File: src/rtl/ssd_display_driver.sv
// Four-digit seven-segment driver: converts a 13-bit binary value to BCD by
// double dabble and time-multiplexes the digits onto shared active-low cathodes.
module ssd_display_driver #(
  parameter int REFRESH_BITS = 18
) (
  input  logic        clk,
  input  logic        rst,
  input  logic [12:0] num,
  output logic [3:0]  anode,
  output logic [6:0]  seg,
  output logic [15:0] bcd,
  output logic        busy
);

  // state | meaning
  // IDLE  | compare num against the last captured value, start on change
  // SHIFT | 13 double-dabble steps, shift_cnt counts down 12..0
  // LOAD  | publish the finished working BCD to the display register
  typedef enum logic [1:0] {IDLE, SHIFT, LOAD} state_t;

  state_t                  state_q, state_d;
  logic [12:0]             cap_q, cap_d;
  logic [12:0]             bin_q, bin_d;
  logic [15:0]             work_q, work_d;
  logic [15:0]             bcd_q, bcd_d;
  logic [15:0]             adj;
  logic [3:0]              shift_cnt_q, shift_cnt_d;
  logic                    busy_q, busy_d;
  logic [REFRESH_BITS-1:0] refresh_q, refresh_d;
  logic [1:0]              sel;
  logic [3:0]              digit;

  always_comb begin
    state_d     = state_q;
    cap_d       = cap_q;
    bin_d       = bin_q;
    work_d      = work_q;
    bcd_d       = bcd_q;
    shift_cnt_d = shift_cnt_q;
    adj         = work_q;
    for (int i = 0; i < 4; i++) begin
      if (work_q[4*i +: 4] >= 4'd5) adj[4*i +: 4] = work_q[4*i +: 4] + 4'd3;
    end
    case (state_q)
      IDLE: begin
        if (num != cap_q) begin
          cap_d       = num;
          bin_d       = num;
          work_d      = 16'd0;
          shift_cnt_d = 4'd12;
          state_d     = SHIFT;
        end
      end
      SHIFT: begin
        work_d      = {adj[14:0], bin_q[12]};
        bin_d       = {bin_q[11:0], 1'b0};
        shift_cnt_d = shift_cnt_q - 4'd1;
        if (shift_cnt_q == 4'd0) state_d = LOAD;
      end
      LOAD: begin
        bcd_d   = work_q;
        state_d = IDLE;
      end
      default: state_d = IDLE;
    endcase
    busy_d    = (state_d != IDLE);
    refresh_d = refresh_q + REFRESH_BITS'(1);
  end

  always_ff @(posedge clk or negedge rst) begin
    if (!rst) begin
      state_q     <= IDLE;
      cap_q       <= 13'd0;
      bin_q       <= 13'd0;
      work_q      <= 16'd0;
      bcd_q       <= 16'd0;
      shift_cnt_q <= 4'd0;
      busy_q      <= 1'b0;
      refresh_q   <= '0;
    end else begin
      state_q     <= state_d;
      cap_q       <= cap_d;
      bin_q       <= bin_d;
      work_q      <= work_d;
      bcd_q       <= bcd_d;
      shift_cnt_q <= shift_cnt_d;
      busy_q      <= busy_d;
      refresh_q   <= refresh_d;
    end
  end

  assign sel = refresh_q[REFRESH_BITS-1 -: 2];

  always_comb begin
    anode = 4'b1110;
    digit = bcd_q[3:0];
    case (sel)
      2'd0: begin anode = 4'b1110; digit = bcd_q[3:0];   end
      2'd1: begin anode = 4'b1101; digit = bcd_q[7:4];   end
      2'd2: begin anode = 4'b1011; digit = bcd_q[11:8];  end
      default: begin anode = 4'b0111; digit = bcd_q[15:12]; end
    endcase
  end

  always_comb begin
    seg = 7'b1111111;
    case (digit)
      4'd0: seg = 7'b1000000;
      4'd1: seg = 7'b1111001;
      4'd2: seg = 7'b0100100;
      4'd3: seg = 7'b0110000;
      4'd4: seg = 7'b0011001;
      4'd5: seg = 7'b0010010;
      4'd6: seg = 7'b0000010;
      4'd7: seg = 7'b1111000;
      4'd8: seg = 7'b0000000;
      4'd9: seg = 7'b0010000;
      default: seg = 7'b1111111;
    endcase
  end

  assign bcd  = bcd_q;
  assign busy = busy_q;

endmodule
File: config.mk
export PLATFORM = sky130hd
export DESIGN_NAME = ssd_display_driver
export DESIGN_NICKNAME = d
export VERILOG_FILES = /design/src/rtl/ssd_display_driver.sv
export SDC_FILE = /design/constraint.sdc
export NUM_CORES = 1
export LEC_CHECK = 0
export ABC_AREA = 1
export CAP_MARGIN = 20
export CELL_PAD_IN_SITES_DETAIL_PLACEMENT = 1
export CELL_PAD_IN_SITES_GLOBAL_PLACEMENT = 1
export CORE_MARGIN = 2
export CORE_UTILIZATION = 42
export DETAILED_ROUTE_END_ITERATION = 8
export DONT_BUFFER_PORTS = 1
export PLACE_DENSITY = 0.75
export SLEW_MARGIN = 10
export SYNTH_ARGS = -nofsm -noshare
export SYNTH_HDL_FRONTEND = slang
export SYNTH_SLANG_ARGS = --single-unit
File: constraint.sdc
create_clock -name clk -period 2.15 [get_ports clk]
set_clock_uncertainty 0.2 [all_clocks]
set_input_delay 0.43 -clock clk [delete_from_list [all_inputs] [get_ports clk]]
set_output_delay 0.43 -clock clk [all_outputs]
set_load 0.1 [all_outputs]
==> impl_results.md <==
- Status: finished with violations
- Failing checks: hold timing, setup timing
- Max cap viols: 0
- Core Region: 10,180 um^2
- Fillers: 1,263
- Post-synth EDFFs: 0
- Hold slack: -0.4566 ns
- Met3 Use GR: 5.071%
- DR DRC count: 0
- TritonCTS clock tree: yes
- Final net count: 634
- Post-Layout Inst Area: 5413 um^2
- Synth Flop Type: dfrtp_1
- Starting Density: 42.68%
- Utilization after layout: 53.14%
- PortBufs: 0
- Final worst setup slack: -0.6295 ns
- Fin Setup TNS: -4.022 ns
- Final ANT Viol Nets: 0
- Worst slew pin tran: 0.3648 ns
- Skew-Pair Late Insertion Delay: 0.37 ns
- Gr usage total: 22.32%
- H-tree depth: 3
- Fraction of layout cells with a size suffix above 1: 21.28%
- Startpoint Class: flip-flop
- First-pass GRT wire length: 20,000 um
- Area delta synth->final: 24.53%
- Flops & latches, synth: 83
- Clk buf depth: 2
- RSZ-0062 raised after global routing: yes
- WL per Instance: 15.86 um
- Count of pins over their slew limit: 0
- Vias in the first global route: 4,165
- Row Count: 37
- DIE WIDTH: 105.7 um
- Top achievable clock speed: 0.3598 GHz
- Grt met1 use: 26.98%
- Tmin final: 2.779 ns
- Number of antenna violations at the first check in global routing: 0
- Total CTS buffers: 9
- Root buf cell: clkbuf_8
- Fin crit share: 129.3%
- Detailed Place HPWL: 8075 um
- GRT overflow: 0
- Worst setup EP type: output pin
- Library cells used by synthesis: 29
- Hold WC Path Type: input port to asynchronous set/reset pin
- FFs w/ async S/R, synth: 100.0%
- Synth area leaders: dfrtp_1 (48%), nand2_1 (14%), nand3_1 (7.1%)
- Clk pin slew, worst setup/hold paths: 0.09 ns
- Worst reg-to-reg setup slack: 0.27 ns
- # setup viols final: 7
- WL final: 11,850 um
- Worst EP required: 1.52 ns
- Cell count after synthesis: 559
- Most common cell in the netlist: nand2_1
- Worst path arrival time: 2.15 ns
- Netlist Area Pre-Place: 4347 um^2
- Clock sink total: 83
- Sequential element share of the synthesized area: 47.78%
- Die area: 11,180 um^2
- Initial DRC Count: 94
- Pin count of the biggest net entering global routing: 84
- Synthesized net count: 587
- Synth warn: 0
- DIE HEIGHT: 105.7 um
- Diode count: 0
- Dominant cell type by area after synthesis: dfrtp_1
- Met2 usage: 39.68%
- Relative slew slack: 75.65%
- Crit path max fanout: 5
- Critical setup path kind: flip-flop to output pin
- Commonest cells in the netlist: nand2_1 (165), dfrtp_1 (83), inv_1 (68)
- Gpl congestion: 0.8877
- Yosys top cell area share: 47.78%
- Global route hottest layer: met2
- I/O Pins: 43
- Vias: 3,783
- Syn_area_per_cell: 7.776 um^2
- Drt pass-1 iters: 4
- Vias/cell: 5.064
- Final hold violations: 83
- Placed inst area: 5076 um^2
-- layer usage --
metal / part of all wire, % / up-vias
li1: - / 1863
met1: 43 / 1851
met2: 52 / 52
met3: 3.9 / 17
met4: 1.5 / 0
met5: 0 / -
-- timing repair --
item | CTS | global route
pin swaps | 6 | 6
endpoints found under the hold margin | 83 | 83
setup endpoints to repair | 8 | 8
setup buffers | 6 | 3
gates resized for setup | 13 | 7
-- cells by family (layout without fill, tap and decap cells) --
kind of cell | after synthesis | count (layout) | share of synthesized area, %
AND/OR/NAND/NOR | 277 | 277 | 27.17
buffers and inverters | 90 | 142 | 8.319
flip-flops | 83 | 83 | 47.78
AO/OA/AOI/OAI | 76 | 76 | 8.952
XOR/XNOR | 20 | 20 | 4.030
adder cells (fa/ha/maj) | 13 | 13 | 3.742
-- registers in the layout, summed over array words and instances, names as in the netlist --
register and flops:
busy 1, refresh_q 18, state_q 2, cap_q 13, bcd 16, work_q 16
bin_q 13, shift_cnt_q 4
-- worst paths after layout --
check                              start            end  depth (start not counted)
max                        refresh_q[16]         seg[4]                          8
min reg2reg                refresh_q[15]  refresh_q[15]                          1
min                                  rst  refresh_q[12]                          0
max reg2reg                 refresh_q[0]  refresh_q[12]                          8
max in group asynchronous            rst        bcd[10]                          0
min in group clk                 num[10]      cap_q[10]                          2
-- metrics by stage --
| step | instances | worst slack (ns) |
|---|---|---|
| 6_report | 747 | -0.6295 |
| 5_1_grt | 747 | -0.7021 |
| 4_1_cts | 744 | -0.5432 |
| 3_5_place_dp | 722 | -0.2891 |
| 3_3_place_gp | 722 | -0.1753 |
| 2_1_floorplan | 559 | -1.130 |
-- area by class of cell --
| cell class | count | area [um^2] | area share, % |
|---|---|---|---|
| Clock buffer | 14 | 162.7 | 3.005 |
| Multi-Input combinational cell | 386 | 2122 | 39.20 |
| Timing Repair Buffer | 55 | 539.3 | 9.963 |
| Tap cell | 136 | 170.2 | 3.144 |
| Clock inverter | 2 | 10.01 | 0.1849 |
| Inverter | 71 | 271.5 | 5.016 |
| Sequential cell | 83 | 2137 | 39.48 |
-- placed cells by master (no fill, tap or decap), types with 3 or more instances in the layout --
cell	count
nand2_1	153
dfrtp_1	65
inv_1	64
o21ai_0	57
nand3_1	55
buf_4	42
nor2_1	25
dfrtp_4	15
xor2_1	14
a21oi_1	13
ha_1	11
clkbuf_8	11
nand2_2	10
buf_12	8
nor3_1	7
nand3_2	7
xnor2_1	6
inv_2	5
nand2_8	5
nand4_1	4
dfrtp_2	3
clkbuf_1	3
buf_6	3
-- critical path: stages, from the launching register on --
cell and delay (ns):
dfrtp_2 0.44, buf_2 0.17, o21ai_0 0.24, nand3_1 0.14, nand2_2 0.17, nand2_2 0.11
nand2b_4 0.14, o211ai_1 0.14, clkbuf_16 0.23
Power is left out: the tool's default activity adds up to more than one toggle a clock period on the data nets, which glitch-free logic cannot reach.
